==> config.mk <==
export PLATFORM = sky130hd
export DESIGN_NAME = bigreg_collector
export DESIGN_NICKNAME = d
export VERILOG_FILES = /design/src/rtl/bigreg_collector.sv
export SDC_FILE = /design/constraint.sdc
export NUM_CORES = 1
export LEC_CHECK = 0
export CORE_MARGIN = 3
export CORE_UTILIZATION = 47
export CTS_CLUSTER_DIAMETER = 30
export DETAILED_ROUTE_END_ITERATION = 10
export GPL_TIMING_DRIVEN = 0
export PLACE_DENSITY = 0.84
export SETUP_SLACK_MARGIN = 0.15
export SKIP_LAST_GASP = 1
export SYNTH_ARGS = -nofsm -noshare
export SYNTH_HDL_FRONTEND = slang
export SYNTH_SLANG_ARGS = --single-unit
==> constraint.sdc <==
create_clock -name clk -period 7.15 [get_ports clk]
set_input_delay 1.43 -clock clk [delete_from_list [all_inputs] [get_ports clk]]
set_output_delay 1.43 -clock clk [all_outputs]
set_load 0.005 [all_outputs]
==> src/rtl/bigreg_collector.sv <==
// Builds a wide register out of 16-bit mem-map writes, offers it downstream, then clears the fresh bits.
// Optional macro BIGREG_ERR_COUNT_EN adds a saturating 8-bit err_count output.
module bigreg_collector #(
    parameter int unsigned BASE_ID  = 32,
    parameter int unsigned SAMPLES  = 2,
    parameter int unsigned ID_WIDTH = 8
) (
    input  logic                    clk,
    input  logic                    rst,
    input  logic                    wr_en,
    input  logic [ID_WIDTH-1:0]     wr_id,
    input  logic [15:0]             wr_data,
    output logic [SAMPLES*16-1:0]   reg_out,
    output logic                    reg_valid,
    input  logic                    reg_ready,
    output logic                    clr_en,
    output logic [ID_WIDTH-1:0]     clr_id,
    output logic                    busy,
    output logic                    err_pulse
`ifdef BIGREG_ERR_COUNT_EN
    ,
    output logic [7:0]              err_count
`endif
);

    localparam int unsigned CNT_W = $clog2(SAMPLES + 1);

    localparam logic [1:0] S_IDLE    = 2'd0;
    localparam logic [1:0] S_PRESENT = 2'd1;
    localparam logic [1:0] S_CLEAR   = 2'd2;

    localparam logic [ID_WIDTH-1:0] BASE_L    = ID_WIDTH'(BASE_ID);
    localparam logic [ID_WIDTH-1:0] OFF_VALID = ID_WIDTH'(SAMPLES);
    localparam logic [CNT_W-1:0]    CNT_LAST  = CNT_W'(SAMPLES);

    logic [1:0]              r_state;
    logic [CNT_W-1:0]        r_clr_idx;
    logic [SAMPLES-1:0]      r_fresh;
    logic [SAMPLES*16-1:0]   r_reg_out;
    logic                    r_reg_valid;
    logic                    r_clr_en;
    logic [ID_WIDTH-1:0]     r_clr_id;
    logic                    r_busy;
    logic                    r_err_pulse;

    logic [1:0]              w_next_state;
    logic [CNT_W-1:0]        w_next_idx;
    logic [ID_WIDTH-1:0]     w_off;
    logic                    w_rel;
    logic                    w_commit;
    logic                    w_err;
    logic                    w_word_we;
    logic                    w_fresh_clr;

    // Offset of the write relative to word 0; relevant range is 0..SAMPLES inclusive.
    assign w_off    = wr_id - BASE_L;
    assign w_rel    = wr_en && (wr_id >= BASE_L) && (w_off <= OFF_VALID);
    assign w_commit = (w_off == OFF_VALID);

    always_ff @(posedge clk) begin
        if (rst) begin
            r_state   <= S_IDLE;
            r_clr_idx <= '0;
        end else begin
            r_state   <= w_next_state;
            r_clr_idx <= w_next_idx;
        end
    end

    always_comb begin
        w_next_state = r_state;
        w_next_idx   = '0;
        w_err        = 1'b0;
        w_word_we    = 1'b0;
        w_fresh_clr  = 1'b0;
        case (r_state)
            S_IDLE: begin
                if (w_rel) begin
                    if (!w_commit) begin
                        w_word_we = 1'b1;
                    end else if (!wr_data[0]) begin
                        w_fresh_clr  = 1'b1;
                        w_next_state = S_CLEAR;
                    end else if (&r_fresh) begin
                        w_next_state = S_PRESENT;
                    end else begin
                        w_err = 1'b1;
                    end
                end
            end
            S_PRESENT: begin
                w_err = w_rel;
                if (reg_ready) begin
                    w_next_state = S_CLEAR;
                end
            end
            S_CLEAR: begin
                w_err       = w_rel;
                w_fresh_clr = 1'b1;
                if (r_clr_idx == CNT_LAST) begin
                    w_next_state = S_IDLE;
                end else begin
                    w_next_idx = r_clr_idx + CNT_W'(1);
                end
            end
            default: begin
                w_next_state = S_IDLE;
            end
        endcase
    end

    // Output and datapath registers, all derived from the next-state decision.
    always_ff @(posedge clk) begin
        if (rst) begin
            r_reg_out   <= '0;
            r_fresh     <= '0;
            r_reg_valid <= 1'b0;
            r_clr_en    <= 1'b0;
            r_clr_id    <= '0;
            r_busy      <= 1'b0;
            r_err_pulse <= 1'b0;
        end else begin
            r_reg_valid <= (w_next_state == S_PRESENT);
            r_busy      <= (w_next_state != S_IDLE);
            r_clr_en    <= (w_next_state == S_CLEAR);
            r_clr_id    <= (w_next_state == S_CLEAR) ? (BASE_L + ID_WIDTH'(w_next_idx)) : '0;
            r_err_pulse <= w_err;
            if (w_fresh_clr) begin
                r_fresh <= '0;
            end else if (w_word_we) begin
                for (int unsigned k = 0; k < SAMPLES; k++) begin
                    if (w_off == ID_WIDTH'(k)) begin
                        r_reg_out[16*k +: 16] <= wr_data;
                        r_fresh[k]            <= 1'b1;
                    end
                end
            end
        end
    end

    assign reg_out   = r_reg_out;
    assign reg_valid = r_reg_valid;
    assign clr_en    = r_clr_en;
    assign clr_id    = r_clr_id;
    assign busy      = r_busy;
    assign err_pulse = r_err_pulse;

`ifdef BIGREG_ERR_COUNT_EN
    logic [7:0] r_err_count;

    // Saturating count of rejected or dropped writes.
    always_ff @(posedge clk) begin
        if (rst) begin
            r_err_count <= '0;
        end else if (w_err && (r_err_count != 8'hFF)) begin
            r_err_count <= r_err_count + 8'd1;
        end
    end

    assign err_count = r_err_count;
`endif

endmodule
* Word level (Yosys, flattened, before mapping)
Cells that the tools add are included.
Cells by class: add/sub/neg operators 3, reduce and logical (&&, ||, !) cells 13, magnitude comparators 2, mux-type cells 21, equal/unequal tests 7, bitwise logic cells 2
Operators by type and width (count):
- $mux W2 | 8
- $mux W1 | 10
- $eq A8 B1 Y1 const B | 1
- $eq A8 B2 Y1 const B | 1
- $ge A8 B6 Y1 const B | 1
- $le A8 B2 Y1 const B | 1
- $logic_not A8 Y1 | 1
- $sub A8 B6 Y8 const B | 1
- $add A6 B2 Y7 const A | 1
- $eq A2 B2 Y1 const B | 3
- $pmux W2 S3 | 1
- $reduce_and A2 Y1 | 3
- $reduce_and A3 Y1 | 2
- $reduce_or A2 Y1 | 3
- $eq A2 B1 Y1 const B | 2
- $pmux W1 S2 | 2
- $add A2 B1 Y2 const B | 1
- $logic_and A1 B1 Y1 | 2
- $logic_not A2 Y1 | 1
- $not A1 Y1 | 2
- $reduce_bool A2 Y1 | 1
Storage, ports and cells: output and inout port bits 44, word-level logic and storage cells 59, input port bits 28, bits in registers 50

* Logic depth before layout (Yosys ltp)
depth in word-level cells 9, gate-level depth with buffers 9, mapped depth without buffers 6

* Worst setup path before layout
No wires, ideal clock.
kind input -> register, start input wr_id[6], end register r_reg_valid (netlist: reg_valid), cell stages on the path 7, required time 7.033 ns, buffers on the path 1, setup time 0.117 ns, slack 3.974 ns, arrival 3.059 ns, cell sequence inv_1 ha_1 nand4b_1 clkbuf_1 o41a_1 a211oi_1 and4b_1
Between the ends: cells in the longest elaborated chain, start to end 6, elaborated cells on any way between the ends 10, classes of those cells add/sub: 1; order compare: 2; eq/ne: 2; mux: 3; reduce/logical: 2
Ends and longest elaborated chain:
- from (decl) | line 11 | input logic [ID_WIDTH-1:0] wr_id,
- $sub A8 B6 Y8 / $ge A8 B6 Y1 (equally long branches) | line 56, 57
- $le A8 B2 Y1, or another cell as far along | line 57 | assign w_rel = wr_en && (wr_id >= BASE_L) && (w_off <= OFF_VALID);
- $logic_and A1 B1 Y1 / $mux W2 (equally long branches) | line 57, 79
- $mux W2 * | line 78 | if (w_rel) begin
- $pmux W2 S3 * | line 76 | case (r_state)
- $eq A2 B1 Y1 * | line 123 | r_reg_valid <= (w_next_state == S_PRESENT);
- to (signal assigned) | line 123
- to (decl) | line 40 | logic r_reg_valid;
Every way passes the cells marked *; elsewhere a longest branch is shown, timed or not. A chain may end at the register's enable or synchronous reset.

* Worst setup path in the final report
start input wr_id[5], end register r_reg_out[19] (netlist: reg_out[19])
Between the ends: cells in the longest elaborated chain, start to end 7, elaborated cells on any way between the ends 15, classes of those cells add/sub: 1; order compare: 2; eq/ne: 2; mux: 6; bitwise: 1; reduce/logical: 3
Ends and longest elaborated chain:
- $sub A8 B6 Y8 / $ge A8 B6 Y1 (equally long branches) | line 56, 57
- $le A8 B2 Y1, or another cell as far along | line 57
- $logic_and A1 B1 Y1 / $mux W1 (equally long branches) | line 57, 79
- $mux W1 | line 78
- $pmux W1 S2 | line 76
- $not A1 Y1 (no source line)
- $reduce_and A3 Y1 (no source line) *
- to (signal, indexed assignment) | line 133 | r_reg_out[16*k +: 16] <= wr_data;
- to (decl) | line 39 | logic [SAMPLES*16-1:0] r_reg_out;
Marked as above.

==> results.cfg <==
[floorplanning]
initial_core_util = 0.5069
die_w_um = 70.24
row_count = 22
design.die.area_mm2 = 0.004933
coreArea_mm2 = 0.003826
io_pins = 72
die_h_um = 70.24

[global_routing]
grt_pass1_wl_mm = 7.562
grt_max_degree = 13
grt_pass1_vias = 1615
grt_util_all_layers = 0.1879
grt_antenna_before_repair = 0
grt.overflow.total = 0

[yosys]
synth_most_common_cell = dfxtp_1
async_reset_ff_frac = 0
ys_seq_elements = 45
ys_top_cells_by_count = dfxtp_1, nor2_1, mux2i_1
synth_top_flop_cell = dfxtp_1
synth_area_leaders = dfxtp_1, mux2i_1, nor2_1
synth.distinct_cells = 44
synth_cells = 191
seq_area_frac_synth = 0.4645
yosysWarnings = 0
syn-mean-instance-area_um2 = 10.15
synth_top_area_frac = 0.4645
synth_enable_flop_cells = 0
netlist_area_mm2 = 0.001939
synth_largest_area_cell = dfxtp_1

[power_and_ir_drop]
power_density_mw_per_mm2 = 161.3
ir_worst_vdd_uv = 127.0
p_sw_uw = 96.94
switching_share = 0.2184
comb_power_share = 0.081
sequentialPowerShare = 0.565
p_clk_frac = 0.354
p_leak_nw = 0.9808
p_int_uw = 346.9

[placed_design]
numPortBuffers = 65
dp_hpwl_mm = 3.269
post-place-ws_ns = 3.125
routabilityCongestion = 0.8450

[cts]
clkLatencyLatePin_ns = 0.29
cts_root_buf = clkbuf_8
cts_hold_buf = 0
htree_levels = 2
postCtsSetupBuffers = 0
clock_path_buffers = 2
cts_buffers = 5
cts_tree = built
path_clk_slew_ns = 0.08
cts_resized = 0
clock_sinks = 45

[finish]
final_util = 0.7191
nets = 301
diodes = 0
layout-drive-gt1-share = 0.08240
syn_to_final_growth_pct = 41.87

[routing]
drc = 0
vias_per_cell = 5.032
post_drt_wl_per_cell_um = 14.47
firstDrtPassIters = 4
detail-route-antenna-nets = 0
drt-total-wl_mm = 4.558
via_count = 1585
drt-initial-drc-count = 97

[sta]
final_hold_viol_count = 0
worst_slew_pin_slew_ns = 0.6564
finalCritPeriodShare = 0.5250
rsz0062_at_grt = no
drv_slew = 0
min_period_ns = 3.754
holdWs_ns = 0.4883
fin_skew_ns = 0.007389
fin_tns_setup_ns = 0
fmax_ghz = 0.2664
finalSetupViolations = 0
fin_ws_ns = 3.396
maxSlewHeadroom = 0.5591

[critical_path]
critPathSlowestCell = nor4_4
path_max_fanout = 10
worst_setup_path_end_kind = flip-flop
path_cells = clkdlybuf4s50_1 > inv_1 > ha_1 > nand4b_1 > clkbuf_1 > nor4_4 > buf_6 > mux2i_1 > nor2_1
critPathRequiredTime_ns = 7.31
worst_setup_path_start_kind = primary input
crit_type = primary input to flip-flop
reg2reg_depth = 7
crit_buf_inv = 4
worstPathArrival_ns = 3.91
cpLargestDelayFamily = buffers and inverters
critPathMaxStageDelay_ns = 0.68
path_depth = 9

[flow_run]
drv_cap = 0

[worst_hold_path]
hold_depth = 1
hp-class = flip-flop to flip-flop

[status]
outcome = finished, final reports clean
-- worst paths after layout --
check / startpoint / endpoint / slack, ns
max: wr_id[5] / reg_out[19] / 3.40
min reg2reg: r_clr_idx[0] / clr_id[0] / 0.49
min: r_clr_idx[0] / clr_id[0] / 0.49
max reg2reg: r_state[1] / reg_out[19] / 4.50
-- power by group through the flow --
| stage | clock, mW | sequential, mW | combinational [mW] |
|---|---|---|---|
| global placement | 0 | 0.257 | 0.0352 |
| global route | 0.170 | 0.251 | 0.0391 |
| CTS | 0.160 | 0.251 | 0.0359 |
| detailed placement | 0 | 0.257 | 0.0355 |
| finish | 0.157 | 0.251 | 0.0358 |
| floorplan | 0 | 0.257 | 0.0141 |
-- metal layers --
metal | global-route usage | routed length [um] | vias to the layer above
met4 | 0.05532 | 33 | 0
met2 | 0.3025 | 2136 | 50
li1 | - | - | 807
met3 | 0.06187 | 342 | 5
met5 | 0 | 0 | -
met1 | 0.2382 | 2045 | 723
-- layout by cell type (no fill, tap or decap), types with 2 or more instances in the layout --
master / instances
dfxtp_1: 45
nor3_1: 5
o21a_1: 2
nor4b_2: 2
conb_1: 5
or4_1: 2
buf_4: 5
nor4_1: 4
clkbuf_8: 6
a31oi_1: 2
clkbuf_1: 6
inv_1: 7
mux2i_1: 32
nor2b_1: 3
or3b_2: 2
clkdlybuf4s50_1: 65
nor2_1: 37
nand2b_1: 3
ha_1: 6
buf_6: 2
-- final cells by class --
type / count / area, um^2
Tap cell: 48 / 60.06
Sequential cell: 45 / 900.9
Timing Repair Buffer: 65 / 650.6
Clock buffer: 7 / 86.33
Fill cell: 303 / 1075
Multi-Input combinational cell: 129 / 939.7
Buffer: 14 / 87.58
Inverter: 7 / 26.28
-- registers in the layout (all words and copies together), names as in the netlist --
| name | cells |
|---|---|
| busy | 1 |
| clr_en | 1 |
| clr_id | 3 |
| err_pulse | 1 |
| r_clr_idx | 2 |
| r_fresh | 2 |
| r_state | 2 |
| reg_out | 32 |
| reg_valid | 1 |
-- cell families (layout without fill, tap and decap cells) --
logic type,Yosys count,in the layout,synth area share
buf+inv,21,93,0.05871
other cells,1,5,0.001934
xor+xnor,1,1,0.004517
mux,32,32,0.1652
simple gates,70,70,0.2058
flops,45,45,0.4645
fa+ha+maj,6,6,0.03871
compound gates,15,15,0.06064
-- through the flow --
step           instance area, um^2  std cells  total power, mW
2_1_floorplan                 1954        195           0.2708
5_1_grt                       2751        315           0.4596
6_report                      2751        315           0.4439
4_1_cts                       2751        315           0.4465
3_5_place_dp                  2665        308           0.2923
3_3_place_gp                  2665        308           0.2919
Power figures use the tool's default switching activity.
